<file path="config.mk">
export PLATFORM = sky130hd
export DESIGN_NAME = mem_dump_ctrl
export DESIGN_NICKNAME = d
export VERILOG_FILES = /design/src/rtl/mem_dump_ctrl.sv
export SDC_FILE = /design/constraint.sdc
export NUM_CORES = 1
export LEC_CHECK = 0
export BUFFER_PORTS_ARGS = -buffer_cell sky130_fd_sc_hd__buf_2
export CAP_MARGIN = 20
export CORE_ASPECT_RATIO = 1.2
export CORE_UTILIZATION = 30
export CTS_CLUSTER_SIZE = 25
export DETAILED_ROUTE_END_ITERATION = 8
export SLEW_MARGIN = 25
export SYNTH_ARGS = -nofsm -noshare
export SYNTH_HDL_FRONTEND = slang
export SYNTH_SLANG_ARGS = --single-unit
</file>
<file path="constraint.sdc">
create_clock -name clk -period 2.1 [get_ports clk]
set_clock_uncertainty 0.2 [all_clocks]
set_input_delay 0.21 -clock clk [delete_from_list [all_inputs] [get_ports clk]]
set_output_delay 0.21 -clock clk [all_outputs]
set_load 0.1 [all_outputs]
</file>
<file path="src/rtl/mem_dump_ctrl.sv">
// rtl/mem_dump_ctrl.sv - streams an inclusive RAM address range out over a valid/ready port
module mem_dump_ctrl #(
    parameter int DATA_WIDTH = 16,
    parameter int ADDR_WIDTH = 12
) (
    input  logic                  clk,
    input  logic                  rst,
    input  logic                  start,
    input  logic                  abort,
    input  logic [ADDR_WIDTH-1:0] start_adr,
    input  logic [ADDR_WIDTH-1:0] end_adr,
    output logic                  mem_sel,
    output logic [ADDR_WIDTH-1:0] mem_adr,
    output logic                  mem_we,
    input  logic [DATA_WIDTH-1:0] mem_din,
    output logic [DATA_WIDTH-1:0] dout,
    output logic                  dout_valid,
    input  logic                  dout_ready,
    output logic                  dout_last,
    output logic                  busy,
    output logic                  done,
    output logic                  err
);

    typedef enum logic [2:0] {IDLE, ISSUE, CAPT, SEND, DONE} state_t;

    state_t                state;
    logic [ADDR_WIDTH-1:0] cur;
    logic [ADDR_WIDTH-1:0] end_q;

    assign mem_we = 1'b0;

    always_ff @(posedge clk or negedge rst) begin
        if (!rst) begin
            state      <= IDLE;
            cur        <= '0;
            end_q      <= '0;
            mem_adr    <= '0;
            dout       <= '0;
            dout_valid <= 1'b0;
            dout_last  <= 1'b0;
            mem_sel    <= 1'b0;
            busy       <= 1'b0;
            done       <= 1'b0;
            err        <= 1'b0;
        end else begin
            done <= 1'b0;
            err  <= 1'b0;
            // busy is high exactly in ISSUE/CAPT/SEND, so it doubles as the abort window
            if (busy && abort) begin
                state      <= IDLE;
                dout_valid <= 1'b0;
                dout_last  <= 1'b0;
                mem_sel    <= 1'b0;
                busy       <= 1'b0;
            end else begin
                case (state)
                    IDLE: begin
                        if (start) begin
                            if (start_adr <= end_adr) begin
                                cur     <= start_adr;
                                end_q   <= end_adr;
                                mem_adr <= start_adr;
                                mem_sel <= 1'b1;
                                busy    <= 1'b1;
                                state   <= ISSUE;
                            end else begin
                                err <= 1'b1;
                            end
                        end
                    end
                    ISSUE: state <= CAPT;
                    CAPT: begin
                        dout       <= mem_din;
                        dout_last  <= (cur == end_q);
                        dout_valid <= 1'b1;
                        state      <= SEND;
                    end
                    SEND: begin
                        if (dout_ready) begin
                            dout_valid <= 1'b0;
                            dout_last  <= 1'b0;
                            // end test before increment keeps cur from wrapping past the top address
                            if (cur == end_q) begin
                                done    <= 1'b1;
                                mem_sel <= 1'b0;
                                busy    <= 1'b0;
                                state   <= DONE;
                            end else begin
                                cur     <= cur + 1'b1;
                                mem_adr <= cur + 1'b1;
                                state   <= ISSUE;
                            end
                        end
                    end
                    DONE:    state <= IDLE;
                    default: state <= IDLE;
                endcase
            end
        end
    end

endmodule

</file>
==> metrics.txt <==
DRT Wirelength=7830 um; post-synth top area share=44.4%; Avg Synthesized Cell Area=10.5 um^2; CTS tree=built; syn nets=316; crit path kind=flip-flop to flip-flop; die height=106 um; drt pass-1 iters=4; post-DP HPWL=5670 um; CTS Root Cell=clkbuf_8; Pins Over Slew Limit=0; violated checks=negative setup slack; initial drt markers=266; GRT Overall Usage=17.3%; via count=2,486; first-pass GRT wire length=12,400 um; row cnt=37; setup TNS=-0.0878 ns; fraction of layout cells with a size suffix above 1=49.1%; f_max=461 MHz; #FFs+latches synth=48; vias in the first global route=2,534; IO Count=80; mapped cell area=0.00271 mm^2; Die Width=88.7 um; Clock Latency Late Sink=0.31 ns; Starting Density=31.2%; sequential area share after synthesis=44.4%; H-tree levels=2; status=finished with violations; Max Cap Viol=0; top cells by area, synth=dfrtp_1 44%, mux2_2 10%, ha_1 6.0%; RSZ-0062 raised after global routing=true; core area=0.00866 mm^2; CP startpoint kind=flip-flop; Hold WS=0.0250 ns; CTS sink count=48; Avg WL per Cell=15.3 um; cells after synthesis=258; Vias/cell=4.86; Yosys cell types=44; largest area contributor in the netlist=dfrtp_1; setup slack after layout=-0.0675 ns; Critical Path Max Stage Delay=0.52 ns; Port-buffer cells=78; critical path arrival=2.17 ns; Die Footprint=0.00940 mm^2; placer congestion estimate=0.835; final setup vio count=4; Worst path slowest cell=dfrtp_4; area grow syn2layout=52.1%; Syn. warnings=0; Main synth FF type=dfrtp_1; period utilisation layout=103%; Async S/R FF share, synth=100%; clk buf depth=2; critical path peak fanout=5; CP cell instances=xnor2_1 > nand4_1 > o41ai_2 > a21oi_2 > and3_4 > mux2_4; antenna violations before repair=0; global route overflow=0; dpl ws=-0.196 ns; cts bufs inserted=5; EDFF count, synth=0; DRC Markers=0; Hold Violations, Final=0; Post-DRT Antenna Nets=0; Worst Hold Class=input port to flip-flop; Req. time, crit path=2.10 ns; nets=452; antenna cells=0; CTS clk-pin slew, worst paths=0.09 ns; post-route minimum period=2.17 ns; Setup crit end kind=flip-flop; largest net degree at the start of global routing=49
## worst paths after layout
check | start | end | slack [ns] | depth (start not counted)
worst max register to register | cur[3] | cur[1] | -0.07 | 6
worst min register to register | dout[4] | dout[4] | 0.31 | 1
min in group asynchronous | rst | end_q[10] | 0.20 | 3
max in group asynchronous | rst | busy | 1.24 | 3
worst max-delay path | cur[3] | cur[1] | -0.07 | 6
worst min-delay path | end_adr[8] | end_q[8] | 0.02 | 3
## synthesized netlist by cell type (2+ instances only)
cell	count
a21oi_1	8
a21oi_2	9
a41oi_1	10
and2_1	3
and4_1	3
buf_2	6
buf_4	2
clkbuf_1	3
dfrtp_1	48
ha_1	13
inv_1	15
mux2_1	3
mux2_2	25
nand2_1	22
nand2b_1	4
nand3_1	10
nand4_1	10
nor2_1	10
nor2b_1	5
nor3_1	2
o211ai_1	2
o21ai_0	12
xnor2_1	12
## critical path, delay by kind of cell, from the launching register on
family	cells	cell delay [ns]
AO/OA/AOI/OAI	2	0.51
XOR/XNOR	1	0.17
flip-flops	1	0.52
multiplexers	1	0.29
AND/OR/NAND/NOR	2	0.37
## flip-flops by register name (all words and copies together), names as in the netlist
signal      cells
busy            1
cur            12
done            1
dout           16
dout_last       1
dout_valid      1
end_q          12
err             1
state           3
## repair_timing
action                     in CTS  in global routing
hold buffers                   28                  0
gates cloned                    0                  1
pin swaps                       0                  7
setup endpoints to repair      11                 14
hold endpoints to repair       77                  0
buffers inserted                0                  1
resized for setup               2                 24
## kinds of logic after synthesis
| kind of cell | synth area share (%) |
|---|---|
| other | 0.139 |
| adders and majority gates | 6.01 |
| and+or+nand+nor | 13.8 |
| muxes | 12.2 |
| xor gates and xnor gates | 3.89 |
| buffers and inverters | 4.58 |
| AOI/OAI and AO/OA | 14.9 |
| DFF | 44.4 |
## cell usage in the layout, fill, tap and decap left out, types with 2 or more instances in the layout
cell / count
mux2_2: 25
nand4_1: 10
buf_4: 27
bufinv_16: 2
a21oi_1: 7
mux2_1: 3
a41oi_2: 10
nand2_1: 22
nor2_1: 9
o21ai_0: 12
dfrtp_4: 13
o211ai_1: 2
buf_12: 4
nand2b_1: 4
inv_1: 15
nor2b_1: 4
and2_1: 3
dfrtp_1: 35
clkbuf_8: 5
a21oi_2: 10
nand3_1: 10
dlygate4sd3_1: 28
buf_6: 4
xnor2_2: 4
xnor2_1: 7
buf_2: 78
ha_1: 13
and4_1: 3
## per-stage QoR
step	util, %	instances	area (um^2)
floorplan	-	258	2760
global route	47.5	512	4110
finish	47.5	512	4110
detailed placement	40.7	474	3520
CTS	45.7	510	3960
global placement	40.7	474	3520
## metal layers
metal,GRT usage [%],routed length [um]
met1,22.1,3390
met2,29.0,4020
met3,2.48,258
met4,6.68,158
met5,0,0
## layout make-up
cell class	count	area, um^2
multi-input cells	183	1530
fillers	773	4540
inverters	15	56.3
well taps	117	146
clock buffers	5	68.8
repair buffers	141	998
clock inverters	3	68.8
flip-flops and latches	48	1250
Power is left out: the tool's default activity adds up to more than one toggle a clock period on the data nets, which glitch-free logic cannot reach.
